**src/rtl/axis_switch_pkg.sv**
```systemverilog
// Shared definitions for the AXI-Stream splitter/merger family.
package axis_switch_pkg;

  // Default widths shared by the splitter and the merger.
  localparam int DEFAULT_TDATA_WIDTH = 512;
  localparam int DEFAULT_TUSER_WIDTH = 48;
  localparam int DEFAULT_CNT_WIDTH   = 16;

  // Number of ingress ports on the merger.
  localparam int MERGER_PORT_COUNT = 2;

  // Merger arbitration FSM.
  typedef enum logic [0:0] {
    IDLE = 1'b0,
    BUSY = 1'b1
  } merger_state_t;

  // Two-way round-robin pick. Returns a one-hot grant, or zero when there
  // are no candidates. last_grant: 0 = port 1 was served last, 1 = port 2.
  // On a tie the port that was not served last wins.
  function automatic logic [1:0] rr_pick(input logic [1:0] cand,
                                         input logic       last_grant);
    logic [1:0] pick;
    pick = cand;
    if (cand == 2'b11) begin
      pick = last_grant ? 2'b01 : 2'b10;
    end
    return pick;
  endfunction

endpackage : axis_switch_pkg

```
**src/rtl/axis_reg_slice.sv**
```systemverilog
// Single-stage forward register slice for an AXI-Stream path.
// Output valid/data come straight from flops; input ready is combinational
// (empty or being drained this cycle), so full throughput is sustained.
module axis_reg_slice
  import axis_switch_pkg::*;
#(
  parameter int TDATA_WIDTH = DEFAULT_TDATA_WIDTH,
  parameter int TUSER_WIDTH = DEFAULT_TUSER_WIDTH
) (
  input  logic                     aclk_i,
  input  logic                     areset_i,
  input  logic                     s_tvalid_i,
  output logic                     s_tready_o,
  input  logic [TDATA_WIDTH-1:0]   s_tdata_i,
  input  logic [TDATA_WIDTH/8-1:0] s_tkeep_i,
  input  logic                     s_tlast_i,
  input  logic [TUSER_WIDTH-1:0]   s_tuser_i,
  output logic                     m_tvalid_o,
  input  logic                     m_tready_i,
  output logic [TDATA_WIDTH-1:0]   m_tdata_o,
  output logic [TDATA_WIDTH/8-1:0] m_tkeep_o,
  output logic                     m_tlast_o,
  output logic [TUSER_WIDTH-1:0]   m_tuser_o
);

  logic                     valid_q, valid_d;
  logic [TDATA_WIDTH-1:0]   data_q,  data_d;
  logic [TDATA_WIDTH/8-1:0] keep_q,  keep_d;
  logic                     last_q,  last_d;
  logic [TUSER_WIDTH-1:0]   user_q,  user_d;
  logic                     load;

  assign s_tready_o = ~valid_q | m_tready_i;
  assign load       = s_tvalid_i & s_tready_o;

  // Next state: load on a handshake, drop valid once drained, else hold.
  always_comb begin
    valid_d = valid_q;
    data_d  = data_q;
    keep_d  = keep_q;
    last_d  = last_q;
    user_d  = user_q;
    if (load) begin
      valid_d = 1'b1;
      data_d  = s_tdata_i;
      keep_d  = s_tkeep_i;
      last_d  = s_tlast_i;
      user_d  = s_tuser_i;
    end else if (m_tready_i) begin
      valid_d = 1'b0;
    end
  end

  // Output register; reset clears the whole beat, not just valid.
  always_ff @(posedge aclk_i) begin
    if (areset_i) begin
      valid_q <= 1'b0;
      data_q  <= '0;
      keep_q  <= '0;
      last_q  <= 1'b0;
      user_q  <= '0;
    end else begin
      valid_q <= valid_d;
      data_q  <= data_d;
      keep_q  <= keep_d;
      last_q  <= last_d;
      user_q  <= user_d;
    end
  end

  assign m_tvalid_o = valid_q;
  assign m_tdata_o  = data_q;
  assign m_tkeep_o  = keep_q;
  assign m_tlast_o  = last_q;
  assign m_tuser_o  = user_q;

endmodule : axis_reg_slice

```
**src/rtl/axis_switch_merger_rr.sv**
```systemverilog
// Two-to-one AXI-Stream packet merger with round-robin arbitration.
// A port is granted in IDLE (one bubble cycle), then owns the egress until
// its tlast beat is accepted, so packets are never interleaved.
module axis_switch_merger_rr
  import axis_switch_pkg::*;
#(
  parameter int TDATA_WIDTH = DEFAULT_TDATA_WIDTH,
  parameter int TUSER_WIDTH = DEFAULT_TUSER_WIDTH,
  parameter int CNT_WIDTH   = DEFAULT_CNT_WIDTH
) (
  input  logic                     aclk,
  input  logic                     areset,

  input  logic                     s_axis1_tvalid,
  output logic                     s_axis1_tready,
  input  logic [TDATA_WIDTH-1:0]   s_axis1_tdata,
  input  logic [TDATA_WIDTH/8-1:0] s_axis1_tkeep,
  input  logic                     s_axis1_tlast,
  input  logic [TUSER_WIDTH-1:0]   s_axis1_tuser,

  input  logic                     s_axis2_tvalid,
  output logic                     s_axis2_tready,
  input  logic [TDATA_WIDTH-1:0]   s_axis2_tdata,
  input  logic [TDATA_WIDTH/8-1:0] s_axis2_tkeep,
  input  logic                     s_axis2_tlast,
  input  logic [TUSER_WIDTH-1:0]   s_axis2_tuser,

  output logic                     m_axis_tvalid,
  input  logic                     m_axis_tready,
  output logic [TDATA_WIDTH-1:0]   m_axis_tdata,
  output logic [TDATA_WIDTH/8-1:0] m_axis_tkeep,
  output logic                     m_axis_tlast,
  output logic [TUSER_WIDTH-1:0]   m_axis_tuser,

  input  logic [1:0]               port_enable,
  output logic [CNT_WIDTH-1:0]     pkt_count1,
  output logic [CNT_WIDTH-1:0]     pkt_count2,
  output logic [1:0]               active_port
);

  merger_state_t state_q, state_d;
  logic [1:0]    grant_q, grant_d;
  logic          last_grant_q, last_grant_d;   // 0 = port 1, 1 = port 2

  logic [MERGER_PORT_COUNT-1:0] s_tvalid_vec;
  logic [MERGER_PORT_COUNT-1:0] s_tready_vec;
  logic [1:0]                   cand;
  logic [1:0]                   pick;

  logic                     busy;
  logic                     sel_tvalid;
  logic [TDATA_WIDTH-1:0]   sel_tdata;
  logic [TDATA_WIDTH/8-1:0] sel_tkeep;
  logic                     sel_tlast;
  logic [TUSER_WIDTH-1:0]   sel_tuser;
  logic                     slice_ready;
  logic                     beat_acc;

  assign s_tvalid_vec = {s_axis2_tvalid, s_axis1_tvalid};
  assign busy         = (state_q == BUSY);

  // Enable only gates new grants, so it is looked at only while idle.
  assign cand = s_tvalid_vec & port_enable;
  assign pick = rr_pick(cand, last_grant_q);

  // Steer the granted port into the output slice.
  assign sel_tvalid = busy & (grant_q[1] ? s_axis2_tvalid : s_axis1_tvalid);
  assign sel_tdata  = grant_q[1] ? s_axis2_tdata : s_axis1_tdata;
  assign sel_tkeep  = grant_q[1] ? s_axis2_tkeep : s_axis1_tkeep;
  assign sel_tlast  = grant_q[1] ? s_axis2_tlast : s_axis1_tlast;
  assign sel_tuser  = grant_q[1] ? s_axis2_tuser : s_axis1_tuser;
  assign beat_acc   = sel_tvalid & slice_ready;

  // Per-port ready and packet counter.
  genvar gi;
  generate
    for (gi = 0; gi < MERGER_PORT_COUNT; gi++) begin : g_port
      logic [CNT_WIDTH-1:0] cnt_q, cnt_d;

      assign s_tready_vec[gi] = busy & grant_q[gi] & slice_ready;
      assign cnt_d = (beat_acc & sel_tlast & grant_q[gi])
                   ? cnt_q + CNT_WIDTH'(1) : cnt_q;

      // Count completed packets; wraps naturally.
      always_ff @(posedge aclk) begin
        if (areset) cnt_q <= '0;
        else        cnt_q <= cnt_d;
      end
    end
  endgenerate

  assign s_axis1_tready = s_tready_vec[0];
  assign s_axis2_tready = s_tready_vec[1];
  assign pkt_count1     = g_port[0].cnt_q;
  assign pkt_count2     = g_port[1].cnt_q;
  assign active_port    = busy ? grant_q : 2'b00;

  // Arbitration FSM: grant in IDLE, release on the accepted tlast beat.
  always_comb begin
    state_d      = state_q;
    grant_d      = grant_q;
    last_grant_d = last_grant_q;
    case (state_q)
      IDLE: begin
        if (|cand) begin
          grant_d      = pick;
          last_grant_d = pick[1];
          state_d      = BUSY;
        end
      end
      BUSY: begin
        if (beat_acc && sel_tlast) begin
          state_d = IDLE;
          grant_d = 2'b00;
        end
      end
      default: begin
        state_d = IDLE;
        grant_d = 2'b00;
      end
    endcase
  end

  // FSM state; port 2 counts as last served so port 1 wins the first tie.
  always_ff @(posedge aclk) begin
    if (areset) begin
      state_q      <= IDLE;
      grant_q      <= 2'b00;
      last_grant_q <= 1'b1;
    end else begin
      state_q      <= state_d;
      grant_q      <= grant_d;
      last_grant_q <= last_grant_d;
    end
  end

  axis_reg_slice #(
    .TDATA_WIDTH (TDATA_WIDTH),
    .TUSER_WIDTH (TUSER_WIDTH)
  ) u_out_slice (
    .aclk_i     (aclk),
    .areset_i   (areset),
    .s_tvalid_i (sel_tvalid),
    .s_tready_o (slice_ready),
    .s_tdata_i  (sel_tdata),
    .s_tkeep_i  (sel_tkeep),
    .s_tlast_i  (sel_tlast),
    .s_tuser_i  (sel_tuser),
    .m_tvalid_o (m_axis_tvalid),
    .m_tready_i (m_axis_tready),
    .m_tdata_o  (m_axis_tdata),
    .m_tkeep_o  (m_axis_tkeep),
    .m_tlast_o  (m_axis_tlast),
    .m_tuser_o  (m_axis_tuser)
  );

endmodule : axis_switch_merger_rr

```
**config.mk**
```make
export PLATFORM = sky130hd
export DESIGN_NAME = axis_switch_merger_rr
export DESIGN_NICKNAME = d
export VERILOG_FILES = /design/src/rtl/axis_switch_pkg.sv /design/src/rtl/axis_reg_slice.sv /design/src/rtl/axis_switch_merger_rr.sv
export SDC_FILE = /design/constraint.sdc
export NUM_CORES = 1
export LEC_CHECK = 0
export CAP_MARGIN = 20
export CORE_AREA = 2 2 752 754
export DETAILED_ROUTE_END_ITERATION = 8
export DIE_AREA = 0 0 754 756
export HOLD_SLACK_MARGIN = 0.02
export PLACE_DENSITY = 0.3
export SLEW_MARGIN = 20
export SYNTH_ARGS = -nofsm -noshare
export SYNTH_HDL_FRONTEND = slang
export SYNTH_SLANG_ARGS = --single-unit
```
**constraint.sdc**
```tcl
create_clock -name aclk -period 2.2 [get_ports aclk]
set_input_delay 0.44 -clock aclk [delete_from_list [all_inputs] [get_ports aclk]]
set_output_delay 0.44 -clock aclk [all_outputs]
set_load 0.03 [all_outputs]
```
==> results by stage <==
Clock network:
- In this run the deepest clock path goes through 4 buffers.
- The register clock-pin slew on the reported worst setup and hold paths is 0.06 ns.
- TritonCTS built the clock tree.
- The depth of the CTS H-tree is 3.
- The clock sink count is 662.
- The root buffer selected by CTS is clkbuf_16.
- The number of clock buffers added by TritonCTS is 103.
- The clock reaches the later pin of the worst-skew pair after 0.89 ns.

Worst setup path:
- The start-to-end type of the worst setup path is flop to primary output.
- The most numerous cell on the critical path is buf_6.
- The setup check on the worst reg-to-reg path leaves a slack of -0.07 ns.
- The cell family contributing the most delay on the critical path is buffers and inverters.
- The number of cells on the worst reg-to-reg path is 8.
- The worst setup path is launched from a flop.
- Data on the critical path is required at its endpoint by 1.76 ns.
- The cell depth of the worst setup path is 5.
- The maximum fanout along the worst path is 4.
- The worst-path cell with the longest stage delay is dfxtp_2.
- At the worst endpoint, the arrival time is 1.84 ns.
- The critical path goes through buf_6, buf_4, buf_6, and2_4, buf_6.
- For this run, the slowest stage of the critical path takes 0.32 ns.
- The kind of end point of the critical path is a primary output.
- The number of buffers and inverters on the critical path is 4.

Drt:
- For this run, design rule violations remaining after detail routing come to 0.
- The average routed wire per standard cell is 32.8 µm.
- The number of nets still failing antenna checks after routing is 0.
- The first detailed-routing pass ran for 7 iterations.
- In the routed layout, each cell is associated on average with a via count of 2.82.
- For this block, the initial DRC count from the detailed router was 2206.
- The final layout contains routed wiring with a total length of 420 mm.
- The final route contains 36.0k vias.

Synth:
- In this run the mean area of a mapped cell was 9.57 µm².
- Yosys printed 0 warnings.
- The share of the Yosys chip area taken by registers is 46.2%.
- After synthesis the netlist holds a flip-flop and latch count of 662.
- In the post-synthesis netlist, the biggest area contributors are dfxtp_1 46%, mux2i_1 22%, a211oi_1 16%.
- The cell area after technology mapping is 28700 µm².
- The number of flops mapped to enable cells by yosys is 0.
- Synthesis produced a netlist whose cell count is 2995.
- The number of nets in the synthesized netlist is 4254.
- The largest area contributor in the netlist is dfxtp_1.
- The share of synthesized registers carrying an async set or reset is 0%.
- The most used flip-flop cell after synthesis is dfxtp_1.
- The number of different library cells used by synthesis comes to 37.
- The fraction of synthesized cell area taken by the top area cell type is 46.2%.

Placed design:
- Routability-driven placement finished with a final weighted congestion of 0.981.
- The setup slack after placement is -0.967 ns.
- The count of buffers added on input and output ports is 1918.
- After legalization and detailed placement, the total HPWL measured 362 mm.

GRT:
- The total track usage is 13.5%.
- The remaining global-route overflow is 0.
- The largest net degree at the start of global routing is 63.
- The first-pass GRT wire length is 478 mm.
- The number of global-route vias before repair is 33.7k.
- The initial antenna violation count was 498.

Hold path:
- The worst hold path passes through 3 cells.
- The min-delay analysis places its worst path in the category input pin to flop.

Timing:
- The worst hold slack across all endpoints is 0.196 ns.
- The achievable clock frequency is 0.438 GHz.
- Subtracting the final worst setup slack from the clock period gives 2.28 ns.
- The worst clock skew is 0.0778 ns.
- Setup slack on the critical path of the routed design comes to -0.0823 ns.
- Setup repair after global routing could not meet its margin everywhere.
- Of the available clock period, the critical path in the final layout requires 104%.
- At the pin with the least slew margin, the transition time is 0.784 ns.
- The number of setup violations in the final report is 118.
- The number of pins with negative max-slew slack in the final report is 0.
- The final count of hold timing violations came to 0.
- The worst pin sits at a relative slew slack of 47.7%.

Layout:
- In the layout the commonest cells are 1255 x clkdlybuf4s50_1, 626 x dfxtp_1, 618 x mux2i_1.
- The library cell used most frequently in the layout, excluding fill and tap cells, is clkdlybuf4s50_1.
- Of the cells placed in the final design, the portion with a size suffix greater than 1 is 26.0%.
- From synthesis to final layout, the design area changed by 132%.
- The number of nets at the end of the flow is 6317.

Die:
- The floorplan step defined a die boundary enclosing 570000 µm².
- The die is 754 µm wide.
- The initialized floorplan defines 276 standard-cell rows.
- The floorplan die height is 756 µm.
- The initial utilization of the core area, before any placement, comes to 5.09%.
- The count of boundary I/O pins is 1919.
- The floorplan step defined a core boundary enclosing 563000 µm².

Status:
- The flow ran to the end, but the final reports show violations.
- The checks that failed: setup timing.

Run:
- Max-cap violations in this run came to 0.

Pwr:
- The total power divided by cell area is 648 nW/µm².
- The standby leakage power is 21.3 nW.
- The total power is 43.1 mW.
- The worst-case vdd ir drop is 0.000636 V.
[sequential cells by signal (all words and copies together), names as in the netlist, 2 cells and up]
name                   count
grant_q                    2
u_out_slice.m_tuser_o     48
u_out_slice.m_tkeep_o     64
u_out_slice.m_tdata_o    512
pkt_count1                16
pkt_count2                16
[worst paths after layout]
kind | to | startpoint
setup / recovery | active_port[0] | busy
hold / removal | u_out_slice.m_tdata_o[221] | s_axis1_tdata[221]
setup reg to reg | u_out_slice.m_tuser_o[30] | grant_q[1]
hold reg to reg | u_out_slice.m_tlast_o | u_out_slice.m_tlast_o
[stage by stage]
stage / setup TNS (ns) / instances / instance area, µm² / utilization [%]
2_1_floorplan: 0 / 2995 / 28700 / -
3_3_place_gp: -377.04 / 12354 / 58400 / 10.4
3_5_place_dp: -398.91 / 12354 / 58400 / 10.4
4_1_cts: -17.75 / 12551 / 62000 / 11.0
5_1_grt: -10.38 / 12695 / 66300 / 11.8
6_report: -2.98 / 12796 / 66500 / 11.8
[cells in the mapped netlist (all sizes together) (2+ instances only)]
| cell | n |
|---|---|
| and4 | 2 |
| xnor2 | 7 |
| nor2 | 637 |
| nand3 | 12 |
| nand2b | 3 |
| nor3 | 2 |
| mux2 | 3 |
| a21oi | 27 |
| nand2 | 14 |
| o21ai | 12 |
| nor2b | 2 |
| a211oi | 624 |
| and3 | 4 |
| and2 | 2 |
| inv | 6 |
| nor4 | 3 |
| nand4 | 10 |
| or3 | 10 |
| buf | 14 |
| clkbuf | 277 |
| mux2i | 626 |
| or4 | 13 |
| dfxtp | 662 |
| o31ai | 11 |
| ha | 2 |
[cells by family after synthesis]
logic type,count (synthesis),share of synthesized area [%]
buf+inv,297,3.94
xor+xnor,7,0.214
simple gates,719,10.1
flops,662,46.2
compound gates,679,17.5
fa+ha+maj,2,0.0873
mux,629,22.0
[power by group]
part,internal (mW),total (mW),switching [mW],leakage (nW)
Clock,9.93,17.3,7.40,1.64
Combinational,5.43,12.2,6.78,14.2
Sequential,12.9,13.6,0.674,5.43
[timing repair]
action	in CTS	in global routing
gates resized for setup	1394	581
gates cloned	0	72
setup buffers	16	21
endpoints found under the hold margin	5	0
pin swaps	6	85
endpoints found under the setup margin	585	510
hold buffers	1	0
[worst register-to-register path, delay by kind of cell (launching register included)]
| kind | cells | cell delay (ns) |
|---|---|---|
| buf+inv | 5 | 1.06 |
| flops | 1 | 0.39 |
| mux | 1 | 0.29 |
| simple gates | 1 | 0.19 |
| compound gates | 1 | 0.19 |
[layer usage]
metal / GRT usage (%) / vias to the layer above / wire, µm
met2: 20.1 / 2281 / 174000
met1: 14.1 / 17194 / 151000
li1: - / 15363 / -
met4: 4.60 / 336 / 18300
met3: 11.4 / 856 / 74600
met5: 0 / - / 2200
[area by class of cell]
type / instances / area (µm²)
fillers: 64341 / 496000
clock buffers: 152 / 2980
well taps: 7506 / 9390
inverters: 6 / 25.0
repair buffers: 2249 / 23800
flip-flops and latches: 662 / 13300
multi-input cells: 2036 / 16300
diodes: 157 / 393
clock inverters: 28 / 355
No activity file was read; power rests on OpenSTA's default activity.
